File: src/rtl/uart_pkg.sv
// Shared UART definitions: TX state encodings, default data width and divisor width.
// Used by uart_tx, uart_baud_gen, and also by uart_rx and the FIFO.
package uart_pkg;

  localparam int UART_DATA_BITS = 8;
  localparam int UART_DIV_W     = 16;

  localparam logic [2:0] ST_IDLE   = 3'd0;
  localparam logic [2:0] ST_FETCH  = 3'd1;
  localparam logic [2:0] ST_LOAD   = 3'd2;
  localparam logic [2:0] ST_START  = 3'd3;
  localparam logic [2:0] ST_DATA   = 3'd4;
  localparam logic [2:0] ST_PARITY = 3'd5;
  localparam logic [2:0] ST_STOP   = 3'd6;

  typedef enum logic [2:0] {
    S_IDLE   = ST_IDLE,
    S_FETCH  = ST_FETCH,
    S_LOAD   = ST_LOAD,
    S_START  = ST_START,
    S_DATA   = ST_DATA,
    S_PARITY = ST_PARITY,
    S_STOP   = ST_STOP
  } tx_state_e;

endpackage

File: src/rtl/uart_baud_gen.sv
// Bit-period down-counter. A start strobe loads and latches the divisor, and
// bit_tick marks the last clk of each period.
module uart_baud_gen
  import uart_pkg::*;
#(
  parameter int DIV_W = UART_DIV_W
) (
  input  logic             clk,
  input  logic             rst,
  input  logic             start,
  input  logic [DIV_W-1:0] div,
  output logic             bit_tick,
  output logic             bit_tick_nxt
);

  logic [DIV_W-1:0] cnt;
  logic [DIV_W-1:0] cnt_d;
  logic [DIV_W-1:0] div_q;

  // bit_tick_nxt predicts the next cycle's tick, so the owner can register
  // outputs that must line up with the final clk of a bit.
  always_comb begin
    cnt_d = cnt;
    if (start)
      cnt_d = div;
    else if (cnt == '0)
      cnt_d = div_q;
    else
      cnt_d = cnt - 1'b1;
  end

  assign bit_tick     = (cnt == '0);
  assign bit_tick_nxt = (cnt_d == '0);

  // NOTE: sequential state uses non-blocking assignments only, so every
  // register samples the pre-edge values regardless of statement order.
  always_ff @(posedge clk) begin
    if (rst) begin
      cnt   <= '0;
      div_q <= '0;
    end else begin
      cnt <= cnt_d;
      if (start)
        div_q <= div;
    end
  end

endmodule

File: src/rtl/uart_tx.sv
// UART transmitter at the read side of the TX FIFO: pops one byte per frame and
// drives 8N1/8N2 on txd. Define UART_TX_PARITY_EN to add an optional parity bit.
module uart_tx
  import uart_pkg::*;
#(
  parameter int DATA_BITS = UART_DATA_BITS,
  parameter int DIV_W     = UART_DIV_W
) (
  input  logic                 clk,
  input  logic                 rst,
  input  logic                 tx_en,
  input  logic [DIV_W-1:0]     baud_div,
  input  logic                 stop2,
`ifdef UART_TX_PARITY_EN
  input  logic                 parity_en,
  input  logic                 parity_odd,
`endif
  input  logic                 fifo_rempty,
  input  logic [DATA_BITS-1:0] fifo_data,
  output logic                 fifo_rinc,
  output logic                 txd,
  output logic                 busy,
  output logic                 tx_done
);

  localparam int IDX_W = (DATA_BITS > 1) ? $clog2(DATA_BITS) : 1;
  localparam logic [IDX_W-1:0] LAST_IDX = IDX_W'(DATA_BITS - 1);

  tx_state_e            state, state_d;
  logic [DATA_BITS-1:0] shreg, shreg_d;
  logic [IDX_W-1:0]     bit_idx, bit_idx_d;
  logic                 stop_cnt, stop_cnt_d;
  logic                 stop2_q, stop2_d;
  logic                 par, par_d;
  logic                 par_en_q, par_en_d;
  logic                 txd_d, rinc_d, busy_d, done_d;
  logic                 bit_tick, bit_tick_nxt;
  logic                 load_par_en, load_par_odd;

`ifdef UART_TX_PARITY_EN
  assign load_par_en  = parity_en;
  assign load_par_odd = parity_odd;
`else
  assign load_par_en  = 1'b0;
  assign load_par_odd = 1'b0;
`endif

  uart_baud_gen #(.DIV_W(DIV_W)) u_baud_gen (
    .clk          (clk),
    .rst          (rst),
    .start        (state == S_LOAD),
    .div          (baud_div),
    .bit_tick     (bit_tick),
    .bit_tick_nxt (bit_tick_nxt)
  );

  // NOTE: every variable gets a default before the case so no path leaves it
  // unassigned, which would otherwise infer a latch.
  always_comb begin
    state_d    = state;
    shreg_d    = shreg;
    bit_idx_d  = bit_idx;
    stop_cnt_d = stop_cnt;
    stop2_d    = stop2_q;
    par_d      = par;
    par_en_d   = par_en_q;

    case (state)
      S_IDLE:  if (tx_en && !fifo_rempty) state_d = S_FETCH;
      S_FETCH: state_d = S_LOAD;
      S_LOAD: begin
        state_d    = S_START;
        shreg_d    = fifo_data;
        bit_idx_d  = '0;
        stop_cnt_d = 1'b0;
        stop2_d    = stop2;
        par_d      = load_par_odd;
        par_en_d   = load_par_en;
      end
      S_START: if (bit_tick) state_d = S_DATA;
      S_DATA: if (bit_tick) begin
        par_d   = par ^ shreg[0];
        shreg_d = shreg >> 1;
        if (bit_idx == LAST_IDX)
          state_d = par_en_q ? S_PARITY : S_STOP;
        else
          bit_idx_d = bit_idx + 1'b1;
      end
      S_PARITY: if (bit_tick) state_d = S_STOP;
      S_STOP: if (bit_tick) begin
        if (stop2_q && !stop_cnt) begin
          stop_cnt_d = 1'b1;
        end else begin
          stop_cnt_d = 1'b0;
          state_d    = (tx_en && !fifo_rempty) ? S_FETCH : S_IDLE;
        end
      end
      default: state_d = S_IDLE;
    endcase

    // Outputs are decoded from the next state so they register alongside it.
    case (state_d)
      S_START:  txd_d = 1'b0;
      S_DATA:   txd_d = shreg_d[0];
      S_PARITY: txd_d = par_d;
      default:  txd_d = 1'b1;
    endcase
    rinc_d = (state_d == S_FETCH);
    busy_d = (state_d != S_IDLE);
    done_d = (state_d == S_STOP) && bit_tick_nxt && (!stop2_d || stop_cnt_d);
  end

  // NOTE: the shift register is reset along with the control state; it is a
  // handful of flops, and a known value keeps txd clean after an abort.
  always_ff @(posedge clk) begin
    if (rst) begin
      state     <= S_IDLE;
      shreg     <= '0;
      bit_idx   <= '0;
      stop_cnt  <= 1'b0;
      stop2_q   <= 1'b0;
      par       <= 1'b0;
      par_en_q  <= 1'b0;
      txd       <= 1'b1;
      fifo_rinc <= 1'b0;
      busy      <= 1'b0;
      tx_done   <= 1'b0;
    end else begin
      state     <= state_d;
      shreg     <= shreg_d;
      bit_idx   <= bit_idx_d;
      stop_cnt  <= stop_cnt_d;
      stop2_q   <= stop2_d;
      par       <= par_d;
      par_en_q  <= par_en_d;
      txd       <= txd_d;
      fifo_rinc <= rinc_d;
      busy      <= busy_d;
      tx_done   <= done_d;
    end
  end

endmodule

File: config.mk
export PLATFORM = sky130hd
export DESIGN_NAME = uart_tx
export DESIGN_NICKNAME = d
export VERILOG_FILES = /design/src/rtl/uart_pkg.sv /design/src/rtl/uart_baud_gen.sv /design/src/rtl/uart_tx.sv
export SDC_FILE = /design/constraint.sdc
export NUM_CORES = 1
export LEC_CHECK = 0
export ABC_AREA = 1
export ABC_CLOCK_PERIOD_IN_PS = 2100
export CORE_ASPECT_RATIO = 1.1
export CORE_MARGIN = 1.5
export CORE_UTILIZATION = 51
export CTS_BUF_LIST = sky130_fd_sc_hd__clkbuf_16
export DETAILED_ROUTE_END_ITERATION = 10
export PLACE_DENSITY = 0.8
export SLEW_MARGIN = 15
export SYNTH_ARGS = -nofsm -noshare
export SYNTH_HDL_FRONTEND = slang
export SYNTH_HIERARCHICAL = 1
export SYNTH_SLANG_ARGS = --single-unit
File: constraint.sdc
create_clock -name clk -period 2.1 [get_ports clk]
set_clock_uncertainty 0.05 [all_clocks]
set_input_delay 0.42 -clock clk [delete_from_list [all_inputs] [get_ports clk]]
set_output_delay 0.42 -clock clk [all_outputs]
set_load 0.005 [all_outputs]
==> results of run 1 <==
[synth_stat cells, types with 6 or more instances]
cell type,instances
nor2_1,52
o21ai_0,10
dfxtp_1,53
nand2_2,9
clkbuf_1,6
inv_1,39
nand4_1,6
nor2_2,7
nand2_1,129
nand3_1,37
nand3b_1,7
a31oi_1,6
a21oi_1,26
[worst paths after layout]
path         cells past startpoint  endpoint  slack (ns)
max                             15   tx_done        0.11
min                              2  shreg[7]        0.41
max reg2reg                     15   tx_done        0.11
min reg2reg                      2  shreg[7]        0.41
[final cells by class]
class	instances	area, um2	share of cell area, %
Timing Repair inverter	1	7.51	0.205
Clock inverter	3	41.3	1.13
Timing Repair Buffer	52	477	13.0
Tap cell	75	93.8	2.57
Clock buffer	5	125	3.42
Multi-Input combinational cell	322	1680	45.9
Inverter	43	169	4.62
Sequential cell	53	1060	29.1
[worst max-delay path: stages (launching register included)]
cell and delay [ns]:
dfxtp_2 0.34, inv_2 0.08, ha_1 0.16, nand2_2 0.07
nor2_4 0.18, buf_4 0.14, nand3b_1 0.09, nand3_1 0.11
nand2_1 0.06, inv_1 0.08, nand2_1 0.08, nor2_1 0.10
nand3_1 0.10, nor2_1 0.12, nand3_1 0.08, nor2_1 0.09
[stage by stage]
stage          hold WS [ns]  utilization (%)  worst slack [ns]  total power [mW]
6_report              0.411             66.9             0.109              5.21
5_1_grt               0.430             66.9           -0.0527              5.60
4_1_cts               0.414             63.7            0.0264              4.84
3_5_place_dp          0.405             60.6           -0.0873              3.90
3_3_place_gp          0.395             60.6           -0.0249              3.87
2_1_floorplan         0.386                -            0.0425              3.34
[registers in the layout, summed over array words and instances, names as in the netlist]
signal            count
busy                  1
u_baud_gen/div_q     16
bit_idx               3
state                 3
par                   1
stop2_q               1
fifo_rinc             1
txd                   1
tx_done               1
u_baud_gen/cnt       16
stop_cnt              1
shreg                 8
[timing repair]
action                                 CTS  global route
cloned                                   0             3
pin swaps                                0            14
hold buffers                             0             0
resized for setup                        3            27
buffers inserted                         0             9
setup endpoints to repair                1             7
endpoints found under the hold margin    0             0
[cells by family (layout without fill, tap and decap cells)]
group                    after synthesis  in the layout  share of synthesized area, %
flip-flops                            53             53                          36.3
buffers and inverters                 58            104                          8.79
AO/OA/AOI/OAI                         55             55                          11.4
AND/OR/NAND/NOR                      260            261                          41.1
adder cells (fa/ha/maj)                4              4                          1.71
XOR/XNOR                               2              2                         0.600
[power by group]
part | leakage, nW | switching (mW) | internal [mW]
sequential | 0.433 | 0.181 | 1.21
clock | 0.0775 | 0.353 | 0.558
combinational | 1.11 | 1.81 | 1.09
total | 1.62 | 2.34 | 2.86
[routing by layer]
| metal | track usage (%) | wire, um |
|---|---|---|
| met1 | 26.9 | 2980 |
| met2 | 42.7 | 3800 |
| met3 | 4.00 | 292 |
| met4 | 6.43 | 155 |
| met5 | 0 | 0 |
==> summary by stage, run 1 <==
Timing
The tightest slew margin relative to the limit is 78.6%. After layout, the minimum clock period comes to 1.99 ns. The final count of negative-setup-slack endpoints is 0. The final count of pins violating max slew is 0. The slew at the pin closest to its max-slew limit is 0.320 ns.

The highest attainable clock frequency is 502 MHz. Dividing the final minimum period by the clock period gives 94.8%. The hold violation total from the final report is 0.

The total negative setup slack is 0 ns.

Min path
The startpoint identified for the worst hold timing path is shreg[7]. The worst min-delay path class is register to register.

Finish
In the layout the commonest cells are nand2_1 (126), dfxtp_1 (51), nor2_1 (49). The count of non-filler cells in the finished layout is 554. From synthesis to final layout, the design area changed by 25.2%.

The share of post-route cells with drive strength above 1 is 17.1%. The library cell used most frequently in the layout, excluding fill and tap cells, is nand2_1. Counting the fill cells in the layout gives 471.

The number of nets in the layout is 511. Once layout is done, the placed cells without fillers occupy 3660 um2. 0 antenna diodes ended up in the layout.

Global route
Global routing used 23.0% of the available tracks across all layers. The wire length of the first global-routing pass is 10900 um. The via count of the first global-routing pass came to 2522. The number of antenna violations at the first check in global routing is 0. The maximum number of pins on one net before global-route repair is 33. After global routing the overflow that remains totals 0.

Worst setup path
The reg-to-reg startpoint is u_baud_gen/cnt[0]. The worst setup path is of the register to register kind. The maximum fanout encountered on the critical timing path is 4. The sort of element at the end of the critical path is a register.

The worst path arrival time is 2.17 ns. For the worst setup path, the data required time is 2.28 ns. The worst setup path is launched from a register. The critical path launch point is u_baud_gen/cnt[0].

Clock tree
TritonCTS built the clock tree. The clock reaches the later pin of the worst-skew pair after 0.29 ns. The clock-pin slew reported for the worst setup and hold paths after clock tree synthesis is 0.07 ns. Counting along the longest clock path gives a buffer depth of 2.

The H-tree was split into 2 levels. The clock drives 53 sinks. TritonCTS created 5 clock buffers. The buffer type at the clock tree root is clkbuf_16.

Placed design
The placed cell area is 3310 um2. The number of port buffers is 32. The placed wire-length estimate is 5140 um. The number of placed instances, taps included, is 534. The congestion estimate from routability-driven global placement came to 0.861.

Routing
The routed layout has 2896 vias. The number of iterations in the first detailed-routing pass is 5. The post-detailed-route via-to-cell ratio is 5.23. The number of nets with antenna violations after routing is 0. The DRC violation count after routing is 0.

The starting DRC count in detailed routing is 213. The average detailed-routed wire length per instance is 13.0 um. The routed design has 7230 um of wire.

Pwr
The worst vdd rail ir drop is 0.000605 V. The power per unit of standard cell area is 1420 nW/um2. The analysis attributes to cell leakage a power of 1.62 nW.

Synth
The number of cells produced by synthesis is 432. After synthesis, flip-flops and latches occupy 36.3% of the total area. Sorting the synthesized cells by area gives the leading types as dfxtp_1 (36%), nand2_1 (17%), nor2_1 (6.7%). The largest area contributor in the synthesized netlist is dfxtp_1. The share of synthesized area in the top cell type comes to 36.3%. The synthesized design contains 53 register bits. For this run, the number of Yosys warnings is 6. Of all flip-flops after synthesis, the portion carrying an async set or reset was 0%. The dominant register cell in the synthesized netlist is dfxtp_1.

The count of flip-flops with a built-in enable after synthesis is 0. The count of unique library cells instantiated by Yosys is 33. The average instance area after synthesis is 6.76 um2. The synthesized netlist occupies a cell area of 2920 um2. When the netlist entered floorplanning its net count stood at 465.

Floorplan
From bottom edge to top edge, the die measures 82.3 um. The die footprint is 6190 um2. The number of cell rows is 28. In this run the standard cell core region covers 5470 um2. The top-level I/O count is 33.

For this configuration, the core starts out at a cell density of 53.4%. The floorplan step set the die width to 75.1 um.

Job
The tool flagged a number of max-cap violations equal to 0.

Outcome
The flow ran to the end, and the final reports show no timing, DRC or antenna violations.
No activity file was read; power rests on OpenSTA's default activity.
==> inputs of run 2 (changes only) <==
--- a/config.mk
+++ b/config.mk
@@ -8,7 +8,7 @@
 export ABC_AREA = 1
 export ABC_CLOCK_PERIOD_IN_PS = 2100
 export CORE_ASPECT_RATIO = 1.1
-export CORE_MARGIN = 1.5
+export CORE_MARGIN = 2
 export CORE_UTILIZATION = 51
 export CTS_BUF_LIST = sky130_fd_sc_hd__clkbuf_16
 export DETAILED_ROUTE_END_ITERATION = 10
==> run 2 against run 1 <==
  * Final area up 2.3%
  * Hold slack better by 0.0028 ns
  * Combinational power up 10%
  * Clock power down 10%
  * Sequential share of layout area down 0.45 points
  * Critical path depth unchanged
  * Sequential power about the same
  * Largest cell class unchanged
  * Largest power group unchanged
==> summary by stage, run 2 (synthesis results as in run 1) <==
Worst setup path
Grouping stages by cell kind, the critical path spends the most delay in simple AND/OR/NAND/NOR gates. The worst-case reg-to-reg path depth is 15 (unchanged). The worst path arrival time was 2.12 ns (-0.05 ns). The delay of the slowest cell on the worst path was 0.34 ns (about the same). The required time of the critical path came to 2.22 ns (-0.06 ns). The maximum fanout encountered on the critical timing path is 7 (+3). On the critical path, the stage with the largest delay is an instance of dfxtp_2.

The type of origin of the critical path is a register. The signal on the critical path passes through inv_2 > ha_4 > nand2_4 > nor2_4 > nand2_4 > buf_12 > clkinvlp_4 > buf_6 > nand4_1 > inv_1 > nor2_1 > nand3_1 > nand2_1 > nor2_1 > nand3_1. The number of gates on the worst path with buffers counted is 15 (unchanged). STA classifies the critical path endpoint as a register.

The buffers plus inverters on the worst setup path is 5 (+2). By startpoint and endpoint, the worst setup path is classified as register to register.

Finish
The count of non-filler cells in the finished layout was 559 (+0.90%). The share of the core filled with cells is 68.4% (+1.5 points). The largest registers in the layout are u_baud_gen/cnt: 16 flops, u_baud_gen/div_q: 16 flops, shreg: 8 flops. The number of antenna diodes came to 0 (unchanged). Relative to the synthesized area, the layout overhead comes to 28.1%. The filler cell count is 460 (-2.3%).

The library cells used most frequently in the layout, excluding fill and tap cells, are nand2_1 (126), nor2_1 (46), dfxtp_1 (45). Leaving out fill and tap cells, the most frequent cell in the layout is nand2_1. The number of nets in the layout is 516 (+0.98%). The share of post-route cells with drive strength above 1 came to 20.9% (+3.7 points).

Floorplan
The die footprint is 6350 um2 (+2.6%). The top-level I/O count is 33 (unchanged). The number of cell rows came to 28 (unchanged). The floorplan die height is 83.3 um (+1.2%). The floorplan die width is 76.1 um (+1.3%).

The initial standard-cell utilization of the core is 53.4% (unchanged). The area of the core was 5470 um2 (unchanged).

Clock tree
The number of hold buffers added after cts is 0 (unchanged). The number of H-tree levels is 2 (unchanged). The maximum clock insertion buffer count is 2 (unchanged). The CTS sink count was 53 (unchanged). The number of buffers created by CTS came to 5 (unchanged). The tree is rooted in a clkbuf_16.

The clock tree from TritonCTS is done. The later-pin clock latency in the skew report is 0.29 ns (about the same). The clock-pin slew reported for the worst setup and hold paths after clock tree synthesis came to 0.07 ns (about the same).

Global route
The met1 usage came to 25.6% (-1.3 points). The total global routing overflow came to 0 (unchanged). The via count of the first global-routing pass is 2736 (+8.5%).

The total global-route track usage is 22.2% (-0.78 points). The wire length of the first global-routing pass was 11600 um (+6.1%). The met2 capacity usage during global routing is 38.7% (-4.0 points). The met3 usage is 4.89% (+0.89 points).

In this run the most used layer during global routing was met2. The maximum number of pins on one net before global-route repair is 36 (+9.1%). The number of antenna violations at the first check in global routing came to 0 (unchanged).

Placed design
The number of port buffers came to 32 (unchanged). The global placement routability congestion is 0.913 (+6.0%). The worst slack at placement was 0.0252 ns (+0.113 ns). The number of cells after detailed placement is 537 (+0.56%). The placed wire-length estimate is 5050 um (-1.8%).

Timing
Setup repair after global routing could not meet its margin everywhere. The minimum clock period after layout came to 2.00 ns (+0.0100 ns). The worst hold slack is 0.414 ns (+0.00284 ns). The tightest slew margin relative to the limit was 80.3% (+1.7 points).

The slew at the pin closest to its max-slew limit was 0.292 ns (-0.0280 ns). The final count of pins violating max slew is 0 (unchanged). The final worst-path setup slack came to 0.0987 ns (-0.0100 ns). The portion of the clock cycle consumed by the worst path in the final layout is 95.3% (+0.48 points). The hold violation total from the final report came to 0 (unchanged).

The final count of negative-setup-slack endpoints was 0 (unchanged). The highest attainable clock frequency is 500 MHz (-0.50%).

Pwr
The net switching power of the design is 2.45 mW (+4.5%). The static power due to leakage is 1.68 nW (+3.8%). The design internal power is 2.99 mW (+4.5%).

The power per unit of standard cell area is 1450 nW/um2 (+2.2%). The worst vdd rail ir drop is 0.000756 V (+25%). The fraction of power spent switching nets is 45.0% (about the same). The combinational share of power came to 58.9% (+3.2 points). The sequential power share is 26.1% (-0.7 points). The portion of total power attributed to the clock network is 15.0% (-2.5 points).

Routing
The final wirelength is 6990 um (-3.3%). The post-detailed-route via-to-cell ratio is 5.07 (-3.0%). The number of iterations in the first detailed-routing pass is 4 (-1). The number of nets with antenna violations after routing is 0 (unchanged). The average detailed-routed wire length per instance was 12.5 um (-4.2%).

The starting DRC count in detailed routing was 139 (-35%). The via count of the routed design came to 2835 (-2.1%). The DRC violation count after routing was 0 (unchanged).

Outcome
The flow ran to the end, and the final reports show no timing, DRC or antenna violations.

Min path
The depth of the worst hold-timing path is 2 (unchanged). The min-delay analysis places its worst path in the category register to register.

Job
The count of maximum capacitance violations is 0 (unchanged).
run 2: path summary, 6_finish.rpt:
path,slack [ns],end,start
max,0.1,txd,u_baud_gen/cnt[1]
min,0.41,u_baud_gen/div_q[2],u_baud_gen/div_q[2]
max reg2reg,0.1,txd,u_baud_gen/cnt[1]
min reg2reg,0.41,u_baud_gen/div_q[2],u_baud_gen/div_q[2]
run 2: tightest hold or removal path: cells and delay by family, from the launching register on:
family | cells | cell delay (ns)
DFF | 1 | 0.31
and+or+nand+nor | 1 | 0.06
AOI/OAI and AO/OA | 1 | 0.05
run 2: metal layers:
| metal | vias to the layer above | routed length [um] |
|---|---|---|
| met5 | - | 0 |
| met3 | 21 | 224 |
| met4 | 0 | 244 |
| met2 | 54 | 3540 |
| li1 | 1477 | - |
| met1 | 1283 | 2980 |
run 2: power groups by stage:
stage                     registers [mW]  clock network, mW  logic [mW]
final                               1.42              0.818        3.20
after global routing                1.44              0.869        3.55
after CTS                           1.36              0.834        2.59
after detailed placement            1.38                  0        2.55
after global placement              1.38                  0        2.50
after floorplan                     1.35                  0        2.00
run 2: final cells by class:
class	count	area [um2]	area share [%]
Multi-Input combinational cell	321	1700	45.4
Timing Repair Buffer	59	559	15.0
Clock inverter	3	25.0	0.669
Clock buffer	5	125	3.35
Inverter	43	168	4.48
Tap cell	75	93.8	2.51
Sequential cell	53	1070	28.6
run 2: repair_timing:
action | 4_1_cts | 5_1_grt
setup buffers | 0 | 14
endpoints found under the setup margin | 1 | 9
cloned | 0 | 0
pin swaps | 0 | 20
resized for setup | 2 | 44
run 2: metrics by stage:
| stage | TNS (ns) | total power [mW] | cell area (um2) |
|---|---|---|---|
| after floorplan | 0 | 3.34 | 2920 |
| after CTS | 0 | 4.78 | 3500 |
| final | 0 | 5.44 | 3740 |
| after global placement | 0 | 3.88 | 3350 |
| after detailed placement | 0 | 3.93 | 3350 |
| after global routing | -0.134 | 5.86 | 3740 |
==> inputs of run 3 (changes only) <==
--- a/config.mk
+++ b/config.mk
@@ -7,14 +7,14 @@
 export LEC_CHECK = 0
 export ABC_AREA = 1
 export ABC_CLOCK_PERIOD_IN_PS = 2100
+export CAP_MARGIN = 20
 export CORE_ASPECT_RATIO = 1.1
 export CORE_MARGIN = 2
-export CORE_UTILIZATION = 51
+export CORE_UTILIZATION = 50
 export CTS_BUF_LIST = sky130_fd_sc_hd__clkbuf_16
 export DETAILED_ROUTE_END_ITERATION = 10
-export PLACE_DENSITY = 0.8
+export PLACE_DENSITY = 0.79
 export SLEW_MARGIN = 15
 export SYNTH_ARGS = -nofsm -noshare
 export SYNTH_HDL_FRONTEND = slang
-export SYNTH_HIERARCHICAL = 1
 export SYNTH_SLANG_ARGS = --single-unit
==> run 3 against run 2 <==
  * Routed wire length shrank 6.5%
  * Hold slack lost 0.0039 ns
  * Via count shrank 2.2%
  * Sequential share of layout area grew 2.5 points
  * Maximum frequency grew 5.6%
  * Clock power shrank 5.5%
  * Sequential cell count is the same
  * Sequential power shrank 4%
  * Total power shrank 12%
==> summary by stage, run 3 <==
Routing
The via count of the routed design is 2772 (-2.2%). The number of iterations in the first detailed-routing pass is 5 (+1). The starting DRC count in detailed routing is 251 (+81%). The average detailed-routed wire length per instance is 12.2 um (-2.7%). The DRC violation count after routing came to 0 (unchanged).

The number of nets with antenna violations after routing is 0 (unchanged). The final wirelength is 6530 um (-6.5%). The post-detailed-route via-to-cell ratio is 5.16 (+1.8%).

Global route
The number of antenna violations at the first check in global routing is 0 (unchanged). The total global-route track usage is 22.4% (+0.14 points). The via count of the first global-routing pass is 2527 (-7.6%). The maximum number of pins on one net before global-route repair is 37 (+2.8%). The wire length of the first global-routing pass is 10800 um (-6.4%). The total global routing overflow is 0 (unchanged).

Timing
The final count of negative-setup-slack endpoints is 0 (unchanged). The hold violation total from the final report was 0 (unchanged). Setup repair after global routing left no endpoint under its margin.

The total negative setup slack is 0 ns (unchanged). The highest attainable clock frequency is 528 MHz (+5.6%). The final count of pins violating max slew is 0 (unchanged). The tightest slew margin relative to the limit was 72.6% (-7.7 points). The slew at the pin closest to its max-slew limit was 0.411 ns (+0.119 ns). The minimum clock period after layout is 1.90 ns (-0.106 ns).

The portion of the clock cycle consumed by the worst path in the final layout is 90.3% (-5.0 points).

Clock tree
The maximum clock insertion buffer count was 2 (unchanged). The tree is rooted in a clkbuf_16. The later-pin clock latency in the skew report is 0.29 ns (about the same). The clock tree from TritonCTS is done.

The number of H-tree levels was 2 (unchanged). The clock-pin slew reported for the worst setup and hold paths after clock tree synthesis is 0.06 ns (about the same). The number of buffers created by CTS was 5 (unchanged).

The CTS sink count is 53 (unchanged).

Worst setup path
The required time of the critical path is 2.28 ns (+0.06 ns). The worst setup path is of the register to register kind. The endpoint of the worst register-to-register path is txd. The worst-case reg-to-reg path depth was 13 (-2). The maximum fanout encountered on the critical timing path came to 5 (-2).

The critical path launch point is u_baud_gen.cnt[0]. The setup slack of the worst register-to-register path is 0.20 ns (+0.11 ns). In this run the critical register-to-register path is launched from u_baud_gen.cnt[0]. The type of origin of the critical path is a register.

The sort of element at the end of the critical path is a register. The worst path arrival time is 2.08 ns (-0.04 ns).

Finish
The library cell used most frequently in the layout, excluding fill and tap cells, is nand2_1. Compared with the post-synthesis result, the final layout area differs by 21.1%. The library cells used most frequently in the layout, excluding fill and tap cells, are nand2_1 (139), dfxtp_1 (53), nor2_1 (50). The share of post-route cells with drive strength above 1 was 10.2% (-11 points). The share of the core filled with cells is 63.2% (-5.2 points).

The number of nets in the layout is 496 (-3.9%). The largest registers in the layout are u_baud_gen.cnt: 16 flops, u_baud_gen.div_q: 16 flops, shreg: 8 flops. The number of antenna diodes is 0 (unchanged).

Pwr
The static power due to leakage is 1.53 nW (-9.3%). The worst vdd rail ir drop is 0.000594 V (-21%). The total power after layout is 4.77 mW (-12%). The power per unit of standard cell area is 1400 nW/um2 (-3.8%).

Min path
The startpoint of the worst hold path is shreg[7]. The depth of the worst hold-timing path was 2 (unchanged). The tightest min-delay check is of the register to register type. The worst hold path terminates at shreg[7].

Synth
The average instance area after synthesis is 6.62 um2 (-2.0%). The multiplexer share of the synthesized area is 0% (unchanged). The Yosys warning count is 0 (-6). By area the synthesized netlist is led by dfxtp_1 (38%), nand2_1 (19%), nor2_1 (6.9%). The compound-cell area share of the yosys netlist is 13.3% (+1.9 points). The count of unique library cells instantiated by Yosys is 34 (+3.0%).

The commonest cells after synthesis are nand2_1 (139), dfxtp_1 (53), nor2_1 (52). The dominant register cell in the synthesized netlist is dfxtp_1. The share of flip-flops with an asynchronous set or reset after synthesis is 0% (unchanged). nand2_1 is the most common cell in the netlist. The simple-gate share of the synthesized area was 38.6% (-2.6 points). The synthesized design spends more area on one cell type than any other, namely dfxtp_1. The count of flip-flops with a built-in enable after synthesis is 0 (unchanged). The number of cells produced by synthesis is 425 (-1.6%).

The synthesis-stage register bit count is 53 (unchanged). The adder-cell share of the synthesized area was 1.78% (+0.063 points). The synthesized area is 2820 um2 (-3.6%). The parity-gate share of the synthesized area counting xor and xnor cells was 0.311% (-0.29 points). The proportion of synthesized chip area in sequential cells is 37.7% (+1.3 points). The share of the synthesized area in the top cell type is 37.7% (+1.3 points). The net count after synthesis is 458 (-1.5%). By area, the combinational part of the netlist is dominated by simple AND/OR/NAND/NOR gates.

Placed design
The global placement routability congestion is 0.948 (+3.9%). The placed wire-length estimate is 4830 um (-4.4%). The number of port buffers is 32 (unchanged).

Floorplan
The floorplan die height is 82.7 um (-0.77%). The number of cell rows is 28 (unchanged). The initial standard-cell utilization of the core is 52.2% (-1.2 points). The top-level I/O count was 33 (unchanged). The die footprint is 6250 um2 (-1.5%). The floorplan die width came to 75.5 um (-0.77%). The area of the core was 5400 um2 (-1.3%).

Job
The count of maximum capacitance violations is 0 (unchanged).

Outcome
The run finished with clean final reports.
run 3: worst max-delay path: stages (launching register included):
cell	delay (ns)
dfxtp_1	0.32
inv_2	0.09
ha_1	0.19
nand2_1	0.09
nor2_4	0.16
buf_4	0.14
nand3_1	0.08
nand2_1	0.12
nand3_1	0.17
nor2_2	0.18
nand2_1	0.07
o21ai_1	0.08
nand2_1	0.06
nand2_1	0.05
run 3: stage by stage:
| stage | cell area [um2] | worst slack (ns) | hold WS [ns] | std cells |
|---|---|---|---|---|
| floorplan | 2820 | 0.373 | 0.385 | 425 |
| global placement | 3210 | 0.129 | 0.398 | 525 |
| detailed placement | 3210 | 0.0868 | 0.403 | 525 |
| CTS | 3340 | 0.0776 | 0.413 | 531 |
| global route | 3410 | 0.0185 | 0.428 | 537 |
| finish | 3410 | 0.205 | 0.410 | 537 |
run 3: routing by layer:
metal / vias up / part of all wire (%) / track usage, %
met5: - / 0 / 0
met3: 14 / 4.6 / 4.13
met4: 0 / 2.4 / 6.84
li1: 1434 / - / -
met2: 74 / 48 / 38.1
met1: 1250 / 45 / 28.5
run 3: kinds of logic (layout without fill, tap and decap cells):
family	Yosys count	after routing
compound gates	65	65
xor+xnor	1	1
fa+ha+maj	4	4
simple gates	247	247
flops	53	53
buf+inv	55	92
run 3: power by group:
part | internal [mW] | switching, mW
clock | 0.427 | 0.346
combinational | 0.948 | 1.68
sequential | 1.19 | 0.175
total | 2.57 | 2.20
run 3: how the worst max path moves through the flow:
stage / slack, ns / endpoint
2_1_floorplan: 0.37 / bit_idx[0]
3_3_place_gp: 0.13 / tx_done
3_5_place_dp: 0.09 / tx_done
4_1_cts: 0.08 / tx_done
5_1_grt: 0.02 / tx_done
6_report: 0.20 / txd
run 3: repair_timing:
action	4_1_cts	5_1_grt
hold buffers	0	0
endpoints found under the setup margin	0	5
setup buffers	0	6
gates resized for setup	0	8
run 3: final cells by class:
class	instances	area (um2)
clock buffer	5	125
clock inverter	1	5.00
fill	505	1990
inverter	43	161
multi-input combinational	317	1550
sequential	53	1060
tap	75	93.8
timing repair buffer	43	415
